===== src/rtl/timer_sched_pkg.sv =====
// Shared constants and types for the timer alarm scheduler:
// register addresses, CTRL field positions and the channel state type.
package timer_sched_pkg;

  localparam int MAX_ALARMS = 4;

  localparam logic [3:0] ADDR_COMPARE0 = 4'd0;
  localparam logic [3:0] ADDR_PERIOD0  = 4'd4;
  localparam logic [3:0] ADDR_CTRL     = 4'd8;
  localparam logic [3:0] ADDR_PENDING  = 4'd9;

  localparam int CTRL_ENABLE_LSB   = 0;
  localparam int CTRL_PERIODIC_LSB = 4;

  typedef enum logic {
    CH_IDLE  = 1'b0,
    CH_ARMED = 1'b1
  } ch_state_e;

endpackage


===== src/rtl/alarm_channel.sv =====
// One alarm channel: COMPARE/PERIOD registers and the IDLE/ARMED state machine.
// PERIOD, PERIODIC and the periodic reload exist only with ALARM_PERIODIC_EN.
//
//   state    | meaning
//   CH_IDLE  | ENABLE=0, ticks are ignored
//   CH_ARMED | ENABLE=1, fires on ms_tick when ms_count equals COMPARE
module alarm_channel
  import timer_sched_pkg::*;
(
  input  logic        clock,
  input  logic        reset,
  input  logic        ms_tick,
  input  logic [31:0] ms_count,
  input  logic [31:0] wdata,
  input  logic        compare_we,
  input  logic        period_we,
  input  logic        ctrl_we,
  input  logic        ctrl_enable,
  input  logic        ctrl_periodic,
  output logic [31:0] compare,
  output logic [31:0] period,
  output logic        enable,
  output logic        periodic,
  output logic        match
);

  ch_state_e   state_q, state_d;
  logic [31:0] compare_q, compare_d;
  logic        reload;

`ifdef ALARM_PERIODIC_EN
  logic [31:0] period_q;
  logic        periodic_q;

  always_ff @(posedge clock) begin
    if (reset) begin
      period_q   <= '0;
      periodic_q <= 1'b0;
    end else begin
      if (period_we) period_q <= wdata;
      if (ctrl_we)   periodic_q <= ctrl_periodic;
    end
  end

  // A zero period would re-fire at the same count forever, so it acts as one-shot.
  assign reload   = periodic_q && (period_q != '0);
  assign period   = period_q;
  assign periodic = periodic_q;
`else
  logic unused_cfg;
  assign unused_cfg = period_we ^ ctrl_periodic;
  assign reload     = 1'b0;
  assign period     = '0;
  assign periodic   = 1'b0;
`endif

  always_comb begin
    state_d   = state_q;
    compare_d = compare_q;
    // Register writes to this channel win over a coincident match.
    match     = (state_q == CH_ARMED) && ms_tick && (ms_count == compare_q)
                && !compare_we && !ctrl_we;
    if (ctrl_we) begin
      state_d = ctrl_enable ? CH_ARMED : CH_IDLE;
    end else if (match) begin
      if (reload) compare_d = compare_q + period;
      else        state_d   = CH_IDLE;
    end
    if (compare_we) compare_d = wdata;
  end

  always_ff @(posedge clock) begin
    if (reset) begin
      state_q   <= CH_IDLE;
      compare_q <= '0;
    end else begin
      state_q   <= state_d;
      compare_q <= compare_d;
    end
  end

  assign compare = compare_q;
  assign enable  = (state_q == CH_ARMED);

endmodule


===== src/rtl/timer_alarm_scheduler.sv =====
// Timer alarm scheduler top: register decode, PENDING, rdata and interupt around
// NUM_ALARMS alarm_channel instances. Periodic alarms need ALARM_PERIODIC_EN.
module timer_alarm_scheduler
  import timer_sched_pkg::*;
#(
  parameter int NUM_ALARMS = 4
) (
  input  logic        clock,
  input  logic        reset,
  input  logic        ms_tick,
  input  logic [31:0] ms_count,
  input  logic [3:0]  addr,
  input  logic [31:0] wdata,
  input  logic        write,
  input  logic        read,
  output logic [31:0] rdata,
  output logic        interupt
);

  logic [MAX_ALARMS-1:0] match_v;
  logic [MAX_ALARMS-1:0] enable_v;
  logic [MAX_ALARMS-1:0] periodic_v;
  logic [31:0]           compare_v [MAX_ALARMS];
  logic [31:0]           period_v  [MAX_ALARMS];
  logic                  ctrl_we;
  logic [MAX_ALARMS-1:0] pending_q;
  logic [MAX_ALARMS-1:0] pending_clr;
  logic [31:0]           rd_mux;

  assign ctrl_we     = write && (addr == ADDR_CTRL);
  assign pending_clr = (write && (addr == ADDR_PENDING)) ? wdata[MAX_ALARMS-1:0] : '0;

  for (genvar g = 0; g < MAX_ALARMS; g++) begin : g_ch
    if (g < NUM_ALARMS) begin : g_on
      alarm_channel u_ch (
        .clock         (clock),
        .reset         (reset),
        .ms_tick       (ms_tick),
        .ms_count      (ms_count),
        .wdata         (wdata),
        .compare_we    (write && (addr == ADDR_COMPARE0 + 4'(g))),
        .period_we     (write && (addr == ADDR_PERIOD0 + 4'(g))),
        .ctrl_we       (ctrl_we),
        .ctrl_enable   (wdata[CTRL_ENABLE_LSB + g]),
        .ctrl_periodic (wdata[CTRL_PERIODIC_LSB + g]),
        .compare       (compare_v[g]),
        .period        (period_v[g]),
        .enable        (enable_v[g]),
        .periodic      (periodic_v[g]),
        .match         (match_v[g])
      );
    end else begin : g_off
      assign compare_v[g]  = '0;
      assign period_v[g]   = '0;
      assign enable_v[g]   = 1'b0;
      assign periodic_v[g] = 1'b0;
      assign match_v[g]    = 1'b0;
    end
  end

  always_comb begin
    rd_mux = '0;
    if (addr < ADDR_PERIOD0) begin
      rd_mux = compare_v[addr[1:0]];
    end else if (addr < ADDR_CTRL) begin
      rd_mux = period_v[addr[1:0]];
    end else if (addr == ADDR_CTRL) begin
      rd_mux[CTRL_ENABLE_LSB +: MAX_ALARMS]   = enable_v;
      rd_mux[CTRL_PERIODIC_LSB +: MAX_ALARMS] = periodic_v;
    end else if (addr == ADDR_PENDING) begin
      rd_mux[MAX_ALARMS-1:0] = pending_q;
    end
  end

  // A new match on a bit beats a simultaneous write-1-to-clear of that bit.
  always_ff @(posedge clock) begin
    if (reset) begin
      pending_q <= '0;
      interupt  <= 1'b0;
      rdata     <= '0;
    end else begin
      pending_q <= (pending_q & ~pending_clr) | match_v;
      interupt  <= |pending_q;
      if (read) rdata <= rd_mux;
    end
  end

endmodule

===== config.mk =====
export PLATFORM = sky130hd
export DESIGN_NAME = timer_alarm_scheduler
export DESIGN_NICKNAME = d
export VERILOG_FILES = /design/src/rtl/timer_sched_pkg.sv /design/src/rtl/alarm_channel.sv /design/src/rtl/timer_alarm_scheduler.sv
export SDC_FILE = /design/constraint.sdc
export NUM_CORES = 1
export LEC_CHECK = 0
export ABC_CLOCK_PERIOD_IN_PS = 1600
export BUFFER_PORTS_ARGS = -buffer_cell sky130_fd_sc_hd__buf_2
export CAP_MARGIN = 20
export CELL_PAD_IN_SITES_DETAIL_PLACEMENT = 0
export CELL_PAD_IN_SITES_GLOBAL_PLACEMENT = 2
export CORE_MARGIN = 2
export CORE_UTILIZATION = 31
export DETAILED_ROUTE_END_ITERATION = 16
export GPL_TIMING_DRIVEN = 0
export PLACE_DENSITY = 0.77
export SLEW_MARGIN = 20
export SYNTH_ARGS = -nofsm -noshare
export SYNTH_HDL_FRONTEND = slang
export SYNTH_SLANG_ARGS = --single-unit

===== constraint.sdc =====
create_clock -name clock -period 1.6 [get_ports clock]
set_clock_uncertainty 0.05 [all_clocks]
set_input_delay 0.16 -clock clock [delete_from_list [all_inputs] [get_ports clock]]
set_output_delay 0.16 -clock clock [all_outputs]
set_load 0.05 [all_outputs]

==> metrics.txt <==
run status complete, but fails checks; failing checks negative setup slack; peak supply drop 617 µV; I/O Buffers 102; register area share after synthesis 41.4%; Clock Latency Late Sink 0.45 ns; WL per Instance 21.5 µm; Die ar. 27700 µm²; WP data arrival 2.21 ns; critical path type reg2reg; CTS tree built; Clock Path Buffers 2; 1st-iter DRT viols 663; core area 26000 µm²; vias per std cell 5.07; Power Density 927 nW/µm²; Main synth FF type dfxtp_1; total CTS buffers 17; Sw Pwr 2.66 mW; required time of the critical path 1.86 ns; leakage 3.99 nW; clk sinks 169; Combinational Power Share 10.7%; CP max FO 3; height of the die 166 µm; final hold vios 0; placed cells 1405; RSZ-0062 raised after global routing yes; die width 166 µm; max_slew headroom 49.7%; area of the multi-input gates 4800 µm²; Sw Share 27.6%; fin cells 1472; FFs w/ async S/R, synth 0%; Hold Crit Class in2reg; gpl congestion 0.876; Area contributors post-synth dfxtp_1, nand2_1, xor2_1; gr usage total 22.8%; GRT overflow 0; drt drc 0; Int Pwr 6.97 mW; Seq cells post-synth 169; Detail Route Antenna Nets 0; minimum clock period after layout 1.95 ns; NumNets Final 1197; layout cell share with drive strength beyond 1 23.1%; Synth Warn # 0; initial core utilization 31.5%; Fillers 2717; Ant. Diodes 0; Synth top cells by count nand2_1, dfxtp_1, a21oi_1; Final Cycle Share 122%; Largest stage delay, worst path 0.58 ns; cell row count 59; post-synthesis cell type with the largest combined area dfxtp_1; critical path's slowest cell or4_4; pin count of the biggest net entering global routing 17; final worst slack -0.350 ns; Setup crit start kind flip-flop; worst slew pin tran 0.755 ns; DR vias 7463; Area Overhead vs Synth 27.0%; vias in the first global route 6996; Post-synth EDFFs 0; post-synthesis cell count 968; max_cap viols 0; share of the synthesized area in the top cell type 41.4%; post-synth net total 1041; FF/Latch Area 3420 µm²; Pre-antenna DRT Iters 5; Slew Limit Fails 0; count leader, synth nand2_1; Mapped Avg Cell Area 8.45 µm²; htree depth 4; io pins 106; CP Capture Type flip-flop; CTS root buf clkbuf_16; DP Wirelength 23200 µm; unique cell type count in the Yosys netlist 31; clock transition at the registers of the reported paths 0.08 ns; CP Cell Sequence xor2_2, nor4_4, nand4_1, or4_4, nor4b_4; fin util 40.0%; fmax 513 MHz; clock share of power 44.7%; drt total wl 31600 µm; synthesized area 8180 µm²; first-pass GRT wire length 46700 µm; # setup viols final 8; register share of total power 44.6%; initial antenna violation count 0
-- metal layers --
metal  global-route usage (%)  part of all wire (%)  vias up  routed length, µm
li1                         -                     -     3574                  -
met1                     32.8                    47     3585              14800
met2                     35.3                    45      268              14400
met3                     3.11                   5.7       36               1810
met4                     7.08                   2.2        0                693
met5                        0                     0        -                  0
-- logic make-up (layout without fill, tap and decap cells) --
logic type	Yosys count	in the layout	synth area share, %
buf+inv	66	235	3.55
flops	169	169	41.4
xor+xnor	128	128	13.7
compound gates	171	171	10.8
mux	34	34	9.06
simple gates	400	400	21.5
-- repair_timing --
item / 4_1_cts / 5_1_grt
gates resized for setup: 36 / 34
hold buffers: 32 / 0
endpoints found under the setup margin: 14 / 84
pin swaps: 22 / 21
hold endpoints to repair: 128 / 0
setup buffers: 2 / 1
cloned: 0 / 0
-- metrics by stage --
| step | hold WS [ns] | cell area [µm²] | power, mW | setup slack (ns) | setup TNS [ns] |
|---|---|---|---|---|---|
| after global placement | 0.381 | 9140 | 5.30 | -0.638 | -56.21 |
| after detailed placement | 0.389 | 9140 | 5.30 | -0.638 | -58.03 |
| final | 0.121 | 10400 | 9.63 | -0.350 | -2.09 |
| after global routing | 0.122 | 10400 | 9.90 | -0.401 | -2.46 |
| after CTS | 0.106 | 10300 | 9.64 | -0.351 | -1.99 |
| after floorplan | 0.238 | 8210 | 4.83 | -0.0614 | -0.153 |
-- power groups by stage --
stage	Sequential (mW)	Clock, mW	Combinational [mW]
floorplan	4.40	0	0.422
global placement	4.39	0	0.908
detailed placement	4.39	0	0.904
CTS	4.30	4.34	1.00
global route	4.30	4.51	1.09
finish	4.29	4.30	1.03
-- flip-flops by register name, summed over array words and instances (netlist names) --
| register | count |
|---|---|
| g_ch.g_on.u_ch.enable | 4 |
| pending_q | 4 |
| g_ch.g_on.u_ch.compare | 128 |
| rdata | 32 |
| interupt | 1 |
-- layout by cell type (no fill, tap or decap), types with 3 or more instances in the layout --
cell and count:
clkbuf_16 17, nor4_4 4, mux4_2 32, clkinv_2 3, xor2_2 6, nor2b_1 29, dlygate4sd3_1 32, clkbuf_1 33
nand2_1 265, dfxtp_4 3, nor3_1 3, xnor2_2 5, nor4_2 9, buf_4 5, dfxtp_2 21, a21oi_1 160
dfxtp_1 145, or4_4 4, buf_2 123, a22oi_1 4, xnor2_1 15, xor2_1 100, a311oi_1 4, nand4_1 15
nor2_1 37, clkbuf_2 6, nand3_1 9, clkinv_4 5, nor4_1 13
-- layout make-up --
class	count	area share (%)
Buffer	64	2.82
Inverter	2	0.0723
Sequential cell	169	32.9
Tap cell	335	4.04
Clock inverter	13	1.41
Multi-Input combinational cell	733	46.2
Clock buffer	19	4.26
Timing Repair Buffer	137	8.22
-- worst paths after layout --
| path | from | end | slack [ns] | depth (start not counted) |
|---|---|---|---|---|
| setup / recovery | g_ch[0].g_on.u_ch.compare[29] | g_ch[0].g_on.u_ch.enable | -0.35 | 5 |
| hold / removal | ms_tick | pending_q[2] | 0.12 | 4 |
| setup reg to reg | g_ch[0].g_on.u_ch.compare[29] | g_ch[0].g_on.u_ch.enable | -0.35 | 5 |
| hold reg to reg | g_ch[0].g_on.u_ch.compare[21] | g_ch[0].g_on.u_ch.compare[21] | 0.42 | 2 |
-- critical path: cells and delay by family, from the launching register on --
kind | cells | cell delay, ns
simple gates | 4 | 1.23
flops | 1 | 0.36
xor+xnor | 1 | 0.19
No activity file was read; power rests on OpenSTA's default activity.
